[src/rtl/ram_stream_reader.sv]
// Streams len_i consecutive RAM words from base_addr_i as valid/ready beats through a 4-word buffer.
// Optional RAM_READER_LOOP_EN adds loop_i: the pass repeats until abort_i or rst_i.
module ram_stream_reader #(
    parameter int DATA_WIDTH = 8,
    parameter int ADDR_WIDTH = 5
) (
    input  logic                  clk_i,
    input  logic                  rst_i,
    input  logic                  start_i,
    input  logic [ADDR_WIDTH-1:0] base_addr_i,
    input  logic [ADDR_WIDTH:0]   len_i,
`ifdef RAM_READER_LOOP_EN
    input  logic                  loop_i,
`endif
    input  logic                  abort_i,
    output logic                  busy_o,
    output logic                  done_o,
    output logic [ADDR_WIDTH-1:0] rd_addr_o,
    output logic                  rd_o,
    input  logic [DATA_WIDTH-1:0] rd_data_i,
    output logic [DATA_WIDTH-1:0] data_o,
    output logic                  valid_o,
    input  logic                  ready_i,
    output logic                  last_o
);

    typedef enum logic [1:0] {IDLE, ISSUE, DRAIN, FLUSH} state_t;

    state_t              state, state_d;
    logic                done_d;
    logic                start_ok;
    logic [ADDR_WIDTH:0] rem;
    logic                issue_last;
    logic                loop_r;
    logic                vld_p0;
    logic                last_p0;

    logic [DATA_WIDTH:0] q_mem [0:3];
    logic [1:0]          q_wr_ptr, q_rd_ptr;
    logic [2:0]          q_count;
    logic [2:0]          occ;
    logic                room, flush, pop, out_free, q_pop, q_push, direct, wr_en;

`ifdef RAM_READER_LOOP_EN
    logic [ADDR_WIDTH-1:0] base_r;
    logic [ADDR_WIDTH:0]   len_r;
`else
    assign loop_r = 1'b0;
`endif

    assign start_ok   = (state == IDLE) && start_i && !abort_i;
    assign issue_last = (rem == {{ADDR_WIDTH{1'b0}}, 1'b1});
    assign busy_o     = (state != IDLE);
    assign flush      = abort_i && (state != IDLE);
    assign pop        = valid_o && ready_i;
    assign out_free   = !valid_o || pop;
    // Words landing while flushing belong to the aborted transfer and are dropped.
    assign wr_en      = vld_p0 && (state != FLUSH) && !flush;
    assign q_pop      = out_free && (q_count != 3'd0);
    assign direct     = out_free && (q_count == 3'd0) && wr_en;
    assign q_push     = wr_en && !direct;
    // Output register plus queue hold 4 words; a read is only issued if its word has a slot.
    assign occ        = q_count + {2'b00, valid_o};
    assign room       = (occ + {2'b00, vld_p0}) <= 3'd3;

    always_comb begin
        state_d = state;
        rd_o    = 1'b0;
        done_d  = 1'b0;
        case (state)
            IDLE: begin
                if (start_ok) begin
                    if (len_i != '0) state_d = ISSUE;
                    else             done_d  = 1'b1;
                end
            end
            ISSUE: begin
                rd_o = room;
                if (abort_i)                            state_d = FLUSH;
                else if (room && issue_last && !loop_r) state_d = DRAIN;
            end
            DRAIN: begin
                if (abort_i) state_d = FLUSH;
                else if (pop && last_o) begin
                    state_d = IDLE;
                    done_d  = 1'b1;
                end
            end
            FLUSH: begin
                // The only possible in-flight read lands during this cycle and is discarded.
                state_d = abort_i ? FLUSH : IDLE;
            end
            default: state_d = IDLE;
        endcase
    end

    // Stage p0: read issued, RAM word arrives on rd_data_i next cycle
    always_ff @(posedge clk_i) begin
        if (rst_i) begin
            state     <= IDLE;
            done_o    <= 1'b0;
            rem       <= '0;
            rd_addr_o <= '0;
            vld_p0    <= 1'b0;
            last_p0   <= 1'b0;
`ifdef RAM_READER_LOOP_EN
            loop_r    <= 1'b0;
            base_r    <= '0;
            len_r     <= '0;
`endif
        end else begin
            state   <= state_d;
            done_o  <= done_d;
            vld_p0  <= rd_o;
            last_p0 <= rd_o && issue_last;
            if (start_ok) begin
                rem       <= len_i;
                rd_addr_o <= base_addr_i;
`ifdef RAM_READER_LOOP_EN
                loop_r    <= loop_i;
                base_r    <= base_addr_i;
                len_r     <= len_i;
`endif
            end else if (rd_o) begin
                rd_addr_o <= rd_addr_o + 1'b1;
                rem       <= rem - 1'b1;
`ifdef RAM_READER_LOOP_EN
                if (issue_last && loop_r) begin
                    rd_addr_o <= base_r;
                    rem       <= len_r;
                end
`endif
            end
        end
    end

    // Stage p1: RAM word captured into output register or queue
    always_ff @(posedge clk_i) begin
        if (rst_i) begin
            q_count  <= 3'd0;
            q_wr_ptr <= 2'd0;
            q_rd_ptr <= 2'd0;
            valid_o  <= 1'b0;
            last_o   <= 1'b0;
            data_o   <= '0;
        end else if (flush) begin
            q_count  <= 3'd0;
            q_wr_ptr <= 2'd0;
            q_rd_ptr <= 2'd0;
            valid_o  <= 1'b0;
            last_o   <= 1'b0;
        end else begin
            if (q_push) q_wr_ptr <= q_wr_ptr + 1'b1;
            if (q_pop)  q_rd_ptr <= q_rd_ptr + 1'b1;
            q_count <= q_count + {2'b00, q_push} - {2'b00, q_pop};
            if (q_pop) begin
                {last_o, data_o} <= q_mem[q_rd_ptr];
                valid_o          <= 1'b1;
            end else if (direct) begin
                last_o  <= last_p0;
                data_o  <= rd_data_i;
                valid_o <= 1'b1;
            end else if (pop) begin
                valid_o <= 1'b0;
                last_o  <= 1'b0;
            end
        end
    end

    always_ff @(posedge clk_i) begin
        if (q_push) q_mem[q_wr_ptr] <= {last_p0, rd_data_i};
    end

endmodule

[config.mk]
export PLATFORM = sky130hd
export DESIGN_NAME = ram_stream_reader
export DESIGN_NICKNAME = d
export VERILOG_FILES = /design/src/rtl/ram_stream_reader.sv
export SDC_FILE = /design/constraint.sdc
export NUM_CORES = 1
export LEC_CHECK = 0
export CAP_MARGIN = 20
export CORE_ASPECT_RATIO = 1.2
export CORE_MARGIN = 2
export CORE_UTILIZATION = 51
export CTS_BUF_LIST = sky130_fd_sc_hd__clkbuf_8
export CTS_CLUSTER_SIZE = 28
export DETAILED_ROUTE_END_ITERATION = 8
export DONT_BUFFER_PORTS = 1
export PLACE_DENSITY = 0.76
export RECOVER_POWER = 25
export SLEW_MARGIN = 40
export SYNTH_ARGS = -nofsm -noshare
export SYNTH_HDL_FRONTEND = slang
export SYNTH_SLANG_ARGS = --single-unit
[constraint.sdc]
create_clock -name clk_i -period 3.5 [get_ports clk_i]
set_input_delay 1.05 -clock clk_i [delete_from_list [all_inputs] [get_ports clk_i]]
set_output_delay 1.05 -clock clk_i [all_outputs]
set_load 0.1 [all_outputs]
==> results by group, run 1 <==
Die
  • Row count: 31
  • Io pins: 42
  • CORE AREA: 6010 sq um
  • DIE HEIGHT: 90.2 microns
  • Starting Density: 52.5%
  • Die Width: between 70 and 80 microns
  • DIE AREA: 6840 sq um

Global route
  • First-pass GRT wire length: 9850 microns
  • Remaining Overflow, GRT: 0
  • Largest net degree at the start of global routing: 27
  • GRT Total Usage: 19.9%
  • Initial antenna violation count: 0
  • Vias in the first global route: 2030

Min path
  • Hold Path Class: reg2reg

Worst setup path
  • Critical path fanouts, max: 5
  • Worst path slowest cell: clkinvlp_4
  • Worst Setup Path Type: reg2out
  • Worst setup SP type: flip-flop
  • Critical path's top delay family: buffers and inverters
  • Most frequent CP cell: inv_1
  • Critical Path Sink Type: output pin
  • Worst path bufs/invs: 3
  • Worst endpoint data arrival time: between 2 and 2.5 ns
  • Max incr delay on CP: 0.42 ns
  • Crit path cell chain: inv_1 -> fa_1 -> inv_1 -> ha_1 -> xnor2_1 -> nand3_2 -> clkinvlp_4
  • WP data required: 2.45 ns

Logic synthesis
  • Mapped Cells: around 260
  • Synth area leaders: edfxtp_1 (34%), dfxtp_1 (22%), mux4_2 (6.4%)
  • Sequential fraction of the synthesis area: 56.4%
  • Synth Register Bits: 71
  • Cell Area, Synth: 3160 sq um
  • Commonest cells in the netlist: edfxtp_1 (36), dfxtp_1 (35), nor2_1 (26)
  • Post-synth EDFFs: 36
  • Mean Syn Cell Area: 12.4 sq um
  • Mapped Nets: 291
  • Post-synth ARST share: 0%
  • Yosys warns: 0
  • Post-synth cell types: 45
  • Cell type with the largest total area after synthesis: edfxtp_1
  • Post-synth top flop: edfxtp_1
  • Count leader, synth: edfxtp_1
  • Synth top area share: between 30% and 40%

STA
  • Clock Skew: ~0.014 ns
  • Final period utilization: 94.5%
  • Final hold vios: 0
  • Final Critical Period: 3.31 ns
  • Achievable clock frequency: between 0.3 and 0.4 GHz
  • Slew Viols, Final: 0
  • Final setup TNS: 0 ns
  • Setup violation total in the final timing report: 0
  • Slew margin rel.: 55.8%
  • Slew of the pin with the lowest slew margin: 0.662 ns
  • RSZ-0062 raised after global routing: false

Outcome
  • Status: finished clean

Clock tree
  • Clock transition at path regs: ~0.08 ns
  • Post-CTS setup buffers: 0
  • Clk_lat worst skew: 0.35 ns
  • CTS tree: done
  • # H-tree levels: 3
  • Total CTS buffers: 9
  • Hold Buf Count CTS: 0
  • Root buffer cell: clkbuf_8
  • CTS sink cnt: 71
  • CTS resizes: 0
  • Max Buffers Root-to-Sink: 2

Route
  • Post-DR vias/cell: 5.91
  • 1st-pass router iterations: 4
  • Final WL: 6410 microns
  • Iter 0 DRT Violations: 83
  • Vias after detailed routing: between 2000 and 2500
  • DRC: 0
  • DR WL/cell: 18.5 microns
  • ANT nets after route: 0

Cells and area
  • Final net count: 296
  • Layout cells sized above 1: approximately a quarter
  • Synthesis-to-finish area growth: 9.43%
  • # diodes: 0

Placed design
  • Placer Congestion: between 0.8 and 0.9
  • Buffers on Ports: 0
  • Post-DP HPWL: 4400 microns

Power
  • Total power: 0.00298 W
  • Leakage power: roughly 1.2 nW
  • Max IR drop VDD: 0.000591 V
  • Pwr dens: 863 nW/um^2

Job
  • Max_cap viols: 0
## cell type report
| class | count | area (sq um) |
|---|---|---|
| Timing Repair Buffer | 7 | 52.6 |
| Fill cell | 506 | 2550 |
| Clock inverter | 6 | 43.8 |
| Tap cell | 82 | 103 |
| Clock buffer | 10 | 138 |
| Inverter | 14 | 56.3 |
| Sequential cell | 71 | 1800 |
| Multi-Input combinational cell | 157 | 1260 |
## logic make-up (layout without fill, tap and decap cells)
| family | count (synthesis) | in the layout | synth area share (%) |
|---|---|---|---|
| xor gates and xnor gates | 9 | 9 | 2.50 |
| adders and majority gates | 13 | 13 | 5.58 |
| AOI/OAI and AO/OA | 43 | 43 | 11.3 |
| muxes | 10 | 10 | 6.73 |
| DFF | 71 | 71 | 56.4 |
| buffers and inverters | 27 | 37 | 3.60 |
| and+or+nand+nor | 82 | 82 | 13.9 |
## metrics by stage
step           hold slack [ns]  util (%)  cell area (sq um)  std cells  worst slack [ns]
6_report                 0.464      57.5               3460        347             0.193
3_5_place_dp             0.460      54.5               3280        331             0.281
5_1_grt                  0.488      57.5               3460        347            0.0740
4_1_cts                  0.467      57.5               3460        347             0.181
3_3_place_gp             0.452      54.2               3260        331             0.377
2_1_floorplan            0.445         -               3160        255             0.191
## layer usage
| metal | vias up | wire length, microns | share of wire, % | GRT usage, % |
|---|---|---|---|---|
| met5 | - | 0 | 0 | 2.56 |
| met4 | 0 | 149 | 2.3 | 9.80 |
| met3 | 13 | 433 | 6.8 | 6.28 |
| met2 | 73 | 3210 | 50 | 32.1 |
| met1 | 1006 | 2620 | 41 | 23.1 |
| li1 | 958 | - | - | - |
## flip-flops by register name, summed over array words and instances, names as in the netlist, named ones only
signal / cells
q_count: 3
data_o: 8
rem: 6
rd_addr_o: 5
q_mem: 36
vld_p0: 1
valid_o: 1
q_wr_ptr: 2
state: 2
last_p0: 1
q_rd_ptr: 2
last_o: 1
done_o: 1
## power breakdown
group          internal (W)  switching [W]  leakage [nW]
registers           0.00101       0.000565         0.618
clock network      0.000278       0.000316        0.0926
logic              0.000351       0.000458         0.457
## worst register-to-register path: stages, from the launching register on
cell and delay (ns):
dfxtp_2 0.33, buf_4 0.29, nand2b_1 0.19, a211oi_4 0.40, inv_1 0.08, ha_1 0.27
inv_1 0.06, ha_1 0.14, inv_1 0.05, fa_1 0.37, xor2_1 0.17, xnor2_1 0.13
nor2_1 0.05
## worst paths after layout
| kind | slack (ns) | from | cells after the start | endpoint |
|---|---|---|---|---|
| setup / recovery | 0.19 | vld_p0$_SDFF_PP0_ | 7 | rd_o |
| hold / removal | 0.46 | rem[1]$_SDFFE_PP0P_ | 2 | rem[1]$_SDFFE_PP0P_ |
| setup reg to reg | 0.84 | valid_o$_SDFFE_PP0P_ | 12 | q_count[2]$_SDFF_PP0_ |
| hold reg to reg | 0.46 | rem[1]$_SDFFE_PP0P_ | 2 | rem[1]$_SDFFE_PP0P_ |
## cells in the final DEF, fill, tap and decap left out, types with 8 or more instances in the layout
master    count
o221a_2       8
dfxtp_1      20
mux4_2        9
ha_1         10
nor3_1        8
a21oi_1      11
inv_1        13
nor4_1       11
dfxtp_2      15
nor2_1       26
nand2_1      11
clkbuf_8     10
edfxtp_1     36
(Power assumes the default switching activity.)
==> run 2: changes to the inputs <==
--- a/config.mk
+++ b/config.mk
@@ -8,12 +8,12 @@
 export CAP_MARGIN = 20
 export CORE_ASPECT_RATIO = 1.2
 export CORE_MARGIN = 2
-export CORE_UTILIZATION = 51
+export CORE_UTILIZATION = 60
 export CTS_BUF_LIST = sky130_fd_sc_hd__clkbuf_8
 export CTS_CLUSTER_SIZE = 28
 export DETAILED_ROUTE_END_ITERATION = 8
 export DONT_BUFFER_PORTS = 1
-export PLACE_DENSITY = 0.76
+export PLACE_DENSITY = 0.86
 export RECOVER_POWER = 25
 export SLEW_MARGIN = 40
 export SYNTH_ARGS = -nofsm -noshare
==> run 2 against run 1 <==
  * Sequential share of layout area is 0.52 points lower
  * Global-route usage is 3.9 points higher
  * First-iteration DRC count is 130% higher
  * Clock power is 18% higher
  * Design area is 1.0% higher
==> results by group, run 2 (same netlist as run 1, synthesis figures left out) <==
Outcome
  • Status: finished clean

Clock tree
  • Clk_lat worst skew: 0.35 ns (about the same)
  • Clock transition at path regs: 0.07 ns (about the same)
  • Total CTS buffers: 9 (unchanged)
  • # H-tree levels: 3 (unchanged)
  • CTS tree: done
  • Root buffer cell: clkbuf_8
  • Hold Buf Count CTS: 0 (unchanged)
  • CTS sink cnt: 71 (unchanged)
  • Max Buffers Root-to-Sink: 2 (unchanged)

Cells and area
  • Area of the multi-input gates: 1270 sq um (+0.59%)
  • Largest regs: q_mem (36), data_o (8), rem (6)
  • Non-filler cells, final: 328 (-5.5%)
  • Largest register FFs: 36 (unchanged)
  • Sequential cell area: 1800 sq um (unchanged)
  • Fillers: 335 (-34%)
  • Commonest non-fill, non-tap cell in the layout: edfxtp_1
  • Layout cells sized above 1: 25.4% (+0.47 points)
  • Synthesis-to-finish area growth: 10.5%
  • Most frequent cells in the layout: edfxtp_1 (36), nor2_1 (26), dfxtp_1 (20)
  • Final net count: 299 (+1.0%)
  • Largest Register: q_mem
  • # diodes: 0 (unchanged)

Placed design
  • Placer Congestion: 0.877 (+0.14%)
  • Post-DP HPWL: 4490 microns (+2.0%)
  • Buffers on Ports: 0 (unchanged)
  • Placed insts: 308 (-6.9%)

Route
  • DRC: 0 (unchanged)
  • 1st-pass router iterations: 4 (unchanged)
  • DR WL/cell: 20.3 microns (+10%)
  • Vias after detailed routing: 2112 (+3.0%)
  • Post-DR vias/cell: 6.44 (+9.0%)
  • Final WL: 6670 microns (+4.0%)
  • ANT nets after route: 0 (unchanged)
  • Iter 0 DRT Violations: 194 (+130%)

STA
  • Clock Skew: 0.0149 ns (+0.000866 ns)
  • Slew of the pin with the lowest slew margin: 0.590 ns (-0.0720 ns)
  • Final Critical Period: 3.41 ns (+0.104 ns)
  • Final hold vios: 0 (unchanged)
  • Slew Viols, Final: 0 (unchanged)
  • Achievable clock frequency: 0.293 GHz (-3.0%)
  • Final setup TNS: 0 ns (unchanged)
  • Setup violation total in the final timing report: 0 (unchanged)
  • Final period utilization: 97.4% (+3.0 points)
  • Slew margin rel.: 60.6% (+4.8 points)

Min path
  • Min-delay src: rem[1]$_SDFFE_PP0P_
  • Hold EP: rem[1]$_SDFFE_PP0P_
  • Hold Path Class: reg2reg
  • Hold Crit Depth: 2 (unchanged)

Worst setup path
  • Critical Path Sink Type: output pin
  • R2R setup slack: 0.72 ns (-0.12 ns)
  • Worst setup SP type: flip-flop
  • Worst path slowest cell: clkinvlp_4
  • Critical R2R Capture: rd_addr_o[2]$_SDFFE_PP0P_
  • Worst endpoint data arrival time: 2.36 ns (+0.10 ns)
  • Max incr delay on CP: 0.43 ns (about the same)
  • Critical path fanouts, max: 7 (+2)
  • Most frequent CP cell: inv_1
  • Critical path's top delay family: buffers and inverters
  • Worst Setup Path Type: reg2out
  • Reg2reg path depth: 10 (-2)
  • Worst setup path startpoint: vld_p0$_SDFF_PP0_
  • Crit path cell chain: inv_1 -> fa_1 -> inv_1 -> ha_1 -> xnor2_2 -> nand3_2 -> clkinvlp_4
  • R2R Path Start: vld_p0$_SDFF_PP0_
  • Worst path bufs/invs: 3 (unchanged)
  • WP data required: 2.45 ns (about the same)

Job
  • Max_cap viols: 0 (unchanged)

Power
  • Pwr dens: 897 nW/um^2 (+4.0%)
  • Max IR drop VDD: 0.000415 V (-30%)
  • Total power: 0.00313 W (+5.0%)
  • Leakage power: 1.21 nW (+3.3%)

Global route
  • Remaining Overflow, GRT: 0 (unchanged)
  • Vias in the first global route: 2201 (+8.4%)
  • Initial antenna violation count: 0 (unchanged)
  • GRT Total Usage: 23.8% (+3.9 points)
  • Largest net degree at the start of global routing: 27 (unchanged)
  • First-pass GRT wire length: 10600 microns (+7.2%)

Die
  • Io pins: 42 (unchanged)
  • Starting Density: 63.1% (+11 points)
  • Row count: 28 (-9.7%)
  • DIE HEIGHT: 83.5 microns (-7.5%)
  • CORE AREA: 5010 sq um (-17%)
  • Die Width: 70.2 microns (-7.4%)
  • DIE AREA: 5860 sq um (-14%)
==> run 2: cell count changes in the layout (fill, tap and decap cells not counted), sizes merged <==
cell	before	now
inv	14	15
buf	7	10
bufinv	0	2
clkinv	4	3
clkinvlp	2	1
clkbuf	10	9
==> run 2: worst max path at each step <==
stage | to | slack, ns | cells after the start
6_report | rd_o | 0.09 | 7
5_1_grt | rd_o | -0.03 | 7
4_1_cts | rd_o | 0.06 | 7
3_5_place_dp | q_count[2]$_SDFF_PP0_ | 0.26 | 11
3_3_place_gp | q_count[2]$_SDFF_PP0_ | 0.37 | 11
2_1_floorplan | rd_o | 0.19 | 7
==> run 2: report_power, final <==
group | switching, W | internal, W
Combinational | 0.000479 | 0.000366
Clock | 0.000305 | 0.000397
Sequential | 0.000571 | 0.00101
Total | 0.00136 | 0.00178
==> run 2: worst register-to-register path: stages (launching register included) <==
cell and delay, ns:
dfxtp_1 0.37, inv_1 0.12, fa_1 0.41, inv_1 0.08, ha_1 0.21, xnor2_2 0.10
nand3_2 0.19, clkinvlp_4 0.47, buf_4 0.33, a311oi_1 0.28, o21a_1 0.16
==> run 2: area by class of cell <==
| cell class | count | share of cell area (%) |
|---|---|---|
| clock buffers | 9 | 3.55 |
| clock inverters | 7 | 2.58 |
| inverters | 14 | 1.61 |
| flip-flops and latches | 71 | 51.6 |
| well taps | 60 | 2.15 |
| multi-input cells | 157 | 36.4 |
| repair buffers | 10 | 2.15 |
==> run 2: metrics by stage <==
stage          setup WS [ns]  cell area, sq um  hold WS (ns)  utilization, %
2_1_floorplan          0.191              3160         0.445               -
3_3_place_gp           0.370              3220         0.457            64.3
3_5_place_dp           0.264              3240         0.470            64.7
4_1_cts               0.0611              3450         0.479            69.0
5_1_grt              -0.0266              3490         0.520            69.7
6_report              0.0896              3490         0.474            69.7
==> run 2: routing by layer <==
metal	wire (microns)	up-vias	track usage [%]	share of wire [%]
li1	-	969	-	-
met1	2480	1027	26.7	37
met2	3520	100	40.0	53
met3	496	16	7.85	7.4
met4	168	0	12.2	2.5
met5	0	-	0	0
==> run 2: what timing repair did <==
item / in CTS / in global routing
setup endpoints to repair: 0 / 1
gates resized for setup: 0 / 1
buffers inserted: 0 / 4
==> run 3: changes to the inputs <==
--- a/config.mk
+++ b/config.mk
@@ -14,7 +14,7 @@
 export DETAILED_ROUTE_END_ITERATION = 8
 export DONT_BUFFER_PORTS = 1
 export PLACE_DENSITY = 0.86
-export RECOVER_POWER = 25
+export SKIP_LAST_GASP = 1
 export SLEW_MARGIN = 40
 export SYNTH_ARGS = -nofsm -noshare
 export SYNTH_HDL_FRONTEND = slang
==> results of run 3 <==
The final DEF is identical to that of run 2; final timing and power are the same.
